### config.mk
export PLATFORM = sky130hd
export DESIGN_NAME = wb_addr_decoder_n
export DESIGN_NICKNAME = d
export VERILOG_FILES = /design/src/rtl/wb_pkg.sv /design/src/rtl/wb_timeout_counter.sv /design/src/rtl/wb_addr_decoder_n.sv
export SDC_FILE = /design/constraint.sdc
export NUM_CORES = 1
export LEC_CHECK = 0
export CORE_ASPECT_RATIO = 0.75
export CORE_MARGIN = 4
export CORE_UTILIZATION = 39
export CTS_BUF_LIST = sky130_fd_sc_hd__clkbuf_16
export DETAILED_ROUTE_END_ITERATION = 16
export HOLD_SLACK_MARGIN = 0.05
export MAX_ROUTING_LAYER = met4
export PLACE_DENSITY_LB_ADDON = 0.2
export SLEW_MARGIN = 20
export SYNTH_ARGS = -nofsm -noshare
export SYNTH_HDL_FRONTEND = slang
export SYNTH_SLANG_ARGS = --single-unit
export TNS_END_PERCENT = 30
### constraint.sdc
create_clock -name clk -period 4.9 [get_ports clk]
set_clock_uncertainty 0.05 [all_clocks]
set_input_delay 0.98 -clock clk [delete_from_list [all_inputs] [get_ports clk]]
set_output_delay 0.98 -clock clk [all_outputs]
set_load 0.01 [all_outputs]
### src/rtl/wb_pkg.sv
// wb_pkg: shared constants for the Wishbone address decoder.
//   - Default parameter values used by wb_addr_decoder_n.
//   - FSM state encoding (IDLE, BUSY, RESP) as plain localparams so the
//     encoding stays identical across tools that lack enum support.
package wb_pkg;

    localparam int unsigned DefAddrW     = 8;
    localparam int unsigned DefDataW     = 8;
    localparam int unsigned DefNumSlaves = 4;
    localparam int unsigned DefRegionW   = 4;
    localparam int unsigned DefTimeout   = 15;

    localparam logic [1:0] StIdle = 2'd0;
    localparam logic [1:0] StBusy = 2'd1;
    localparam logic [1:0] StResp = 2'd2;

endpackage

### src/rtl/wb_timeout_counter.sv
// wb_timeout_counter: cycle counter that flags when a slave has been waited
// on for TIMEOUT cycles.
// Ports:
//   clk       in  clock, rising edge
//   rst       in  synchronous active-high reset
//   clear_i   in  restart the count at zero
//   enable_i  in  count this cycle
//   expire_o  out count has reached TIMEOUT-1 (last allowed wait cycle)
module wb_timeout_counter #(
    parameter int unsigned TIMEOUT = wb_pkg::DefTimeout
) (
    input  logic clk,
    input  logic rst,
    input  logic clear_i,
    input  logic enable_i,
    output logic expire_o
);

    localparam int unsigned CntW = $clog2(TIMEOUT + 1);

    logic [CntW-1:0] cnt_q, cnt_d;

    // Saturate at the expiry value; the owner leaves its wait state then anyway.
    always_comb begin
        cnt_d = cnt_q;
        if (clear_i) begin
            cnt_d = '0;
        end else if (enable_i && !expire_o) begin
            cnt_d = cnt_q + 1'b1;
        end
    end

    always_ff @(posedge clk) begin
        if (rst) begin
            cnt_q <= '0;
        end else begin
            cnt_q <= cnt_d;
        end
    end

    assign expire_o = (cnt_q == CntW'(TIMEOUT - 1));

endmodule

### src/rtl/wb_addr_decoder_n.sv
// wb_addr_decoder_n: one Wishbone master fanned out to NUM_SLAVES slaves by
// the top REGION_W address bits. The request is latched when accepted, so the
// master may change adr/dat/we afterwards without disturbing the slave.
// Unmapped regions and slave timeouts complete with wb_err_o and ERR_DATA.
// Ports:
//   clk, rst                          clock, synchronous active-high reset
//   wb_adr_i/wb_dat_i/wb_we_i         master address, write data, write enable
//   wb_cyc_i/wb_stb_i                 master cycle, strobe
//   wb_dat_o/wb_ack_o/wb_err_o        master read data, success, error
//   s_wb_adr_o/s_wb_dat_o             per-slave address / write data (slice i)
//   s_wb_cyc_o/s_wb_stb_o/s_wb_we_o   per-slave cycle, strobe, write enable
//   s_wb_dat_i/s_wb_ack_i             per-slave read data, ack
module wb_addr_decoder_n
    import wb_pkg::*;
#(
    parameter int unsigned          ADDR_W     = DefAddrW,
    parameter int unsigned          DATA_W     = DefDataW,
    parameter int unsigned          NUM_SLAVES = DefNumSlaves,
    parameter int unsigned          REGION_W   = DefRegionW,
    parameter int unsigned          TIMEOUT    = DefTimeout,
    parameter logic [DATA_W-1:0]    ERR_DATA   = '1
) (
    input  logic                           clk,
    input  logic                           rst,
    input  logic [ADDR_W-1:0]              wb_adr_i,
    input  logic [DATA_W-1:0]              wb_dat_i,
    output logic [DATA_W-1:0]              wb_dat_o,
    input  logic                           wb_we_i,
    input  logic                           wb_cyc_i,
    input  logic                           wb_stb_i,
    output logic                           wb_ack_o,
    output logic                           wb_err_o,
    output logic [NUM_SLAVES*ADDR_W-1:0]   s_wb_adr_o,
    output logic [NUM_SLAVES*DATA_W-1:0]   s_wb_dat_o,
    input  logic [NUM_SLAVES*DATA_W-1:0]   s_wb_dat_i,
    output logic [NUM_SLAVES-1:0]          s_wb_cyc_o,
    output logic [NUM_SLAVES-1:0]          s_wb_stb_o,
    output logic [NUM_SLAVES-1:0]          s_wb_we_o,
    input  logic [NUM_SLAVES-1:0]          s_wb_ack_i
);

    logic [1:0]          state_q, state_d;
    logic [REGION_W-1:0] idx_q, idx_d;
    logic [ADDR_W-1:0]   adr_q, adr_d;
    logic [DATA_W-1:0]   dat_q, dat_d;
    logic                we_q, we_d;
    logic                err_q, err_d;
    logic [DATA_W-1:0]   rdata_q, rdata_d;

    logic [REGION_W-1:0] region;
    logic                mapped;
    logic                busy;
    logic                sel_ack;
    logic [DATA_W-1:0]   sel_dat;
    logic                timer_clear;
    logic                timer_en;
    logic                timer_expire;

    assign region = wb_adr_i[ADDR_W-1 -: REGION_W];
    assign mapped = (32'(region) < NUM_SLAVES);
    assign busy   = (state_q == StBusy);

    wb_timeout_counter #(
        .TIMEOUT (TIMEOUT)
    ) u_timeout (
        .clk      (clk),
        .rst      (rst),
        .clear_i  (timer_clear),
        .enable_i (timer_en),
        .expire_o (timer_expire)
    );

    // Slave-side fan-out: only the latched slave sees anything, and only in BUSY.
    // Acks from other slaves (or outside BUSY) never reach sel_ack.
    always_comb begin
        s_wb_cyc_o = '0;
        s_wb_stb_o = '0;
        s_wb_we_o  = '0;
        s_wb_adr_o = '0;
        s_wb_dat_o = '0;
        sel_ack    = 1'b0;
        sel_dat    = '0;
        for (int i = 0; i < int'(NUM_SLAVES); i++) begin
            if (busy && (idx_q == REGION_W'(i))) begin
                s_wb_cyc_o[i]                  = 1'b1;
                s_wb_stb_o[i]                  = 1'b1;
                s_wb_we_o[i]                   = we_q;
                s_wb_adr_o[i*ADDR_W +: ADDR_W] = adr_q;
                s_wb_dat_o[i*DATA_W +: DATA_W] = dat_q;
                sel_ack                        = s_wb_ack_i[i];
                sel_dat                        = s_wb_dat_i[i*DATA_W +: DATA_W];
            end
        end
    end

    always_comb begin
        state_d     = state_q;
        idx_d       = idx_q;
        adr_d       = adr_q;
        dat_d       = dat_q;
        we_d        = we_q;
        err_d       = err_q;
        rdata_d     = rdata_q;
        timer_clear = 1'b0;
        timer_en    = 1'b0;
        case (state_q)
            StIdle: begin
                if (wb_cyc_i && wb_stb_i) begin
                    idx_d = region;
                    adr_d = wb_adr_i;
                    dat_d = wb_dat_i;
                    we_d  = wb_we_i;
                    if (mapped) begin
                        state_d     = StBusy;
                        err_d       = 1'b0;
                        timer_clear = 1'b1;
                    end else begin
                        state_d = StResp;
                        err_d   = 1'b1;
                        rdata_d = ERR_DATA;
                    end
                end
            end
            StBusy: begin
                // Master abandoning the cycle beats everything, then ack beats timeout.
                if (!wb_cyc_i) begin
                    state_d = StIdle;
                end else if (sel_ack) begin
                    state_d = StResp;
                    err_d   = 1'b0;
                    rdata_d = sel_dat;
                end else begin
                    timer_en = 1'b1;
                    if (timer_expire) begin
                        state_d = StResp;
                        err_d   = 1'b1;
                        rdata_d = ERR_DATA;
                    end
                end
            end
            StResp:  state_d = StIdle;
            default: state_d = StIdle;
        endcase
    end

    always_ff @(posedge clk) begin
        if (rst) begin
            state_q <= StIdle;
            idx_q   <= '0;
            adr_q   <= '0;
            dat_q   <= '0;
            we_q    <= 1'b0;
            err_q   <= 1'b0;
            rdata_q <= '0;
        end else begin
            state_q <= state_d;
            idx_q   <= idx_d;
            adr_q   <= adr_d;
            dat_q   <= dat_d;
            we_q    <= we_d;
            err_q   <= err_d;
            rdata_q <= rdata_d;
        end
    end

    assign wb_ack_o = (state_q == StResp) && !err_q;
    assign wb_err_o = (state_q == StResp) && err_q;
    assign wb_dat_o = (state_q == StResp) ? rdata_q : '0;

endmodule

==> results of run 1 <==
-- cells by family after synthesis --
group | after synthesis | share of synthesized area
simple gates | 134 | 0.345
flops | 32 | 0.303
fa+ha+maj | 2 | 0.0118
buf+inv | 37 | 0.0975
compound gates | 50 | 0.146
mux | 9 | 0.0957
other cells | 1 | 0.00177
-- state kept, by name, indices dropped and copies added (netlist names) --
signal           flops
adr_q                4
dat_q                8
err_q                1
idx_q                4
rdata_q              8
state_q              2
u_timeout.cnt_q      4
we_q                 1
-- layout make-up --
cell class / instances / area (um2)
inverter: 3 / 11.3
tap: 72 / 90.1
fill: 418 / 1540
clock buffer: 5 / 125
clock inverter: 2 / 7.51
timing repair buffer: 133 / 1320
sequential: 32 / 641
multi-input combinational: 207 / 1330
-- metal layers --
metal	vias up	wire length [um]	global-route usage	part of all wire
li1	1103	-	-	-
met1	1066	2950	0.254	0.43
met2	70	3410	0.341	0.50
met3	6	390	0.0546	0.057
met4	0	54	0.0325	0.0079
met5	-	0	-	0
-- critical path, stage by stage, from the launching register on --
cell             delay [ns]
dfxtp_1                0.47
nor4b_2                0.25
buf_4                  0.26
nand2_1                0.10
nor2_1                 0.62
and2_1                 0.24
clkdlybuf4s50_1        0.54
-- report_power, final --
group	total, W	internal (W)	switching, W
Clock	0.000278	0.000181	0.0000974
Sequential	0.000286	0.000274	0.0000123
Combinational	0.000112	0.0000684	0.0000440
Total	0.000677	0.000523	0.000154
-- worst max path at each step --
stage | slack [ns] | startpoint | to
after floorplan | 2.02 | state_q[0] | s_wb_adr_o[0]
after global placement | 1.53 | state_q[0] | s_wb_adr_o[9]
after detailed placement | 1.40 | state_q[0] | s_wb_dat_o[14]
after CTS | 1.10 | state_q[0] | s_wb_dat_o[14]
after global routing | 0.91 | state_q[0] | s_wb_dat_o[9]
final | 1.13 | state_q[0] | s_wb_dat_o[14]
-- synth_stat cells (all sizes together) (2+ instances only) --
cell type,count,share of area
a211oi,9,0.032
a21oi,29,0.069
and2,61,0.18
and3,5,0.015
and3b,2,0.0083
buf,17,0.062
clkbuf,17,0.030
dfxtp,32,0.30
ha,2,0.012
inv,3,0.0053
mux4,9,0.096
nand2,46,0.082
nand2b,2,0.0059
nand3b,2,0.0071
nor2,4,0.0071
nor2b,3,0.0089
nor3b,3,0.011
o21a,2,0.0071
o21ai,4,0.0095
or3,2,0.0059
-- stage by stage --
step / area [um2] / hold slack, ns / worst slack (ns)
finish: 3530 / 0.438 / 1.13
global route: 3530 / 0.455 / 0.915
CTS: 3530 / 0.436 / 1.10
detailed placement: 3400 / 0.422 / 1.40
global placement: 3400 / 0.412 / 1.53
floorplan: 2160 / 0.386 / 2.02
==> run metrics, run 1 <==
clk root buf=clkbuf_16; Crit Reg-Reg Startpoint=idx_q[1]; Area Growth Syn to Fin=66.5%; RSZ-0062 raised after global routing=no; Final setup violation count=0; fin nets=441; Avg Inst Size Synth=7.99 um2; Max Fclk=265 MHz; post-route ant nets=0; Netlist cell types=32; hold path depth=2; worst reg2reg setup slack=2.56 ns; # hold bufs at CTS=0; most frequent cells in the layout=clkdlybuf4s50_1, and2_1, nand2_1, dfxtp_1, a21oi_1; FFs w/ async S/R, synth=0; Worst setup SP type=flop; final antenna diode count=0; max_cap viols=0; Die X-Extent=93.1 um; gr ovfl total=0; DRT Pass-1 Iters=4; CTS resizes=0; final hold vios=0; # DRC=0; port bufs=130; kind of critical path=reg -> out; Clk pin slew, worst setup/hold paths=0.05 ns; CTS Buf Count=5; fin cells=454; CTS tree=built; Detail Placement HPWL=5.29 mm; final number of max-transition violations=0; Worst VDD drop=0.148 mV; H-tree levels=2; status=completed; initial DRC count=71; synthesized instance count=265; initial antenna violation count=0; Die Area=6680 um2; Clock Latency Late Sink=0.27 ns; WL/cell=15.0 um; Critical Path RT=3.87 ns; Vias=2245; min-delay src=idx_q[3]; slew at the pin with the worst max-slew slack=0.955 ns; relative slew slack=0.362; post-CTS setup buffer count=0; Longest Clk Path Bufs=2; Reg2Reg Capture Point=u_timeout.cnt_q[3]; setup TNS=0 ns; drt via density=4.94; Starting Density=0.418; core area=5060 um2; Seq/Total Area, Yosys=0.303; Post-Route WL=6.80 mm; CTS Sinks=32; PwrDens=192 nW/um2; placed cell count=447; Mapped Area=2120 um2; crit share post-route=0.770; Leak Pwr=1.30 nW; pin count of the biggest net entering global routing=31; Worst Path Arrival=2.74 ns; endpoint class of the critical path=primary output; die height=71.8 um; vias in the first global route=2234; top_reg_cell synth=dfxtp_1; crit-path max FO=20; share of layout cells above drive strength 1=0.0576; GRT Overall Usage=0.204; Post-synth EDFFs=0; Rows=22; Worst Hold End=idx_q[3]; Design Power=0.000677 W; Final Critical Period=3.77 ns; commonest non-fill, non-tap cell in the layout=clkdlybuf4s50_1; Synth Warn #=0; class of the worst hold path=reg -> reg; Ports=143; RD Place Congestion=0.769; R2R depth=4; Seq cells post-synth=32; Final Util=0.696; global-route wire length before repair=10.7 mm
Note: power is estimated with default switching activity, not from simulation.
==> run 2, diff against run 1 <==
- CORE_UTILIZATION: 39 -> 32
- clock period: 4.9 -> 3.45 ns (I/O delays scaled with it)
==> run 2 against run 1 <==
Compared with the run above: clock-buffer cell count is the same; total power grew 56%; non-clock buffer count grew 4; combinational power grew 46%; first-iteration DRC count grew 13%; sequential power grew 42%; global-route usage shrank 2.1 points; register-to-register slack lost 1.6 ns; critical path depth shrank 1; flip-flop and latch count is the same; setup slack lost 0.89 ns; final area grew 2.2%; critical path type unchanged; critical endpoint is now s_wb_we_o[2]; largest cell class is now buffers.
==> run metrics, run 2 (synthesis gave the netlist of run 1 again) <==
endpoint class of the critical path=primary output; DRT Pass-1 Iters=4; post-route ant nets=0; crit share post-route=0.931; Rows=25; Crit Reg-Reg Startpoint=idx_q[0]; gr ovfl total=0; placed cell count=460; Ports=143; port bufs=130; crit path from=state_q[0]; Worst Hold Slack=0.419 ns; GRT Overall Usage=0.183; crit path to=s_wb_we_o[2]; Worst Path Arrival=2.47 ns; footprint of the multi-input gates=1330 um2; fin cells=468; slew at the pin with the worst max-slew slack=0.699 ns; Post-Route WL=6.98 mm; Vias=2222; final number of max-transition violations=0; CTS Sinks=32; register area=641 um2; status=completed; class of the worst hold path=reg -> reg; Starting Density=0.333; final hold vios=0; die height=78.4 um; H-tree levels=2; PwrDens=293 nW/um2; # hold bufs at CTS=0; drt via density=4.75; most frequent cells in the layout=clkdlybuf4s50_1, and2_1, nand2_1, dfxtp_1, a21oi_1; kind of critical path=reg -> out; CTS tree=built; global-route wire length before repair=11.4 mm; initial antenna violation count=0; Reg2Reg Capture Point=u_timeout.cnt_q[3]; vias in the first global route=2252; initial DRC count=80; share of layout cells above drive strength 1=0.0698; # DRC=0; CTS Buf Count=5; Final setup violation count=0; pin count of the biggest net entering global routing=30; Clk pin slew, worst setup/hold paths=0.05 ns; Worst setup SP type=flop; Largest regs=dat_q x8, rdata_q x8; clk root buf=clkbuf_16; Worst VDD drop=0.158 mV; Area Growth Syn to Fin=70.2%; commonest non-fill, non-tap cell in the layout=clkdlybuf4s50_1; RD Place Congestion=0.755; Critical Path RT=2.71 ns; relative slew slack=0.532; crit-path max FO=20; Leak Pwr=1.34 nW; core area=6350 um2; setup TNS=0 ns; Clock Latency Late Sink=0.27 ns; fillcell total=566; Detail Placement HPWL=5.44 mm; WL/cell=14.9 um; worst reg2reg setup slack=0.96 ns; Die X-Extent=102 um; Longest Clk Path Bufs=2; fin nets=445; final antenna diode count=0; Die Area=7990 um2; RSZ-0062 raised after global routing=no; Final Critical Period=3.21 ns; Max Fclk=311 MHz; max_cap viols=0; R2R depth=5
run 2: cell count changes in the layout (fill, tap and decap cells not counted), sizes merged:
cell,previous run,this run
buf,4,7
bufinv,0,1
clkdlybuf4s50,129,130
run 2: cell type report:
class / instances / area share
Sequential cell: 32 / 0.178
Timing Repair Buffer: 137 / 0.376
Inverter: 3 / 0.00312
Clock inverter: 3 / 0.0104
Clock buffer: 5 / 0.0347
Tap cell: 81 / 0.0281
Multi-Input combinational cell: 207 / 0.370
run 2: worst min-delay path by stage:
stage	cells past startpoint	end	startpoint	slack, ns
2_1_floorplan	2	idx_q[2]	idx_q[2]	0.39
4_1_cts	2	idx_q[2]	idx_q[2]	0.42
6_report	2	idx_q[2]	idx_q[2]	0.42
5_1_grt	2	idx_q[3]	idx_q[3]	0.45
3_5_place_dp	2	idx_q[2]	idx_q[2]	0.41
3_3_place_gp	2	idx_q[2]	idx_q[2]	0.41
run 2: layer usage:
layer  global-route usage  part of all wire  vias to the layer above
li1                     -                 -                     1111
met1                0.242              0.46                     1044
met2                0.295              0.49                       60
met3               0.0311             0.033                        7
met4               0.0393            0.0085                        0
met5                    -                 0                        -
run 2: stage by stage:
step                utilization  power [W]  cell area (um2)  setup WS (ns)
floorplan                     -   0.000495             2160          0.863
global placement          0.542   0.000575             3440          0.536
detailed placement        0.542   0.000577             3440          0.467
CTS                       0.567    0.00107             3600          0.177
global route              0.567    0.00111             3600         0.0512
finish                    0.567    0.00106             3600          0.237
run 2: power by group:
part           internal [W]  switching, W  total (W)
clock network      0.000335      0.000153   0.000488
registers          0.000389     0.0000163   0.000405
logic             0.0000999     0.0000639   0.000164
total              0.000824      0.000233    0.00106
run 2: critical path: stages (launching register included):
cell             delay (ns)
dfxtp_1                0.47
nor4b_2                0.24
buf_4                  0.26
and3b_1                0.48
and2_1                 0.20
clkdlybuf4s50_1        0.54
run 2: what timing repair did:
item / CTS / global route
buffers inserted: 0 / 0
setup endpoints to repair: 0 / 5
gates resized for setup: 0 / 1
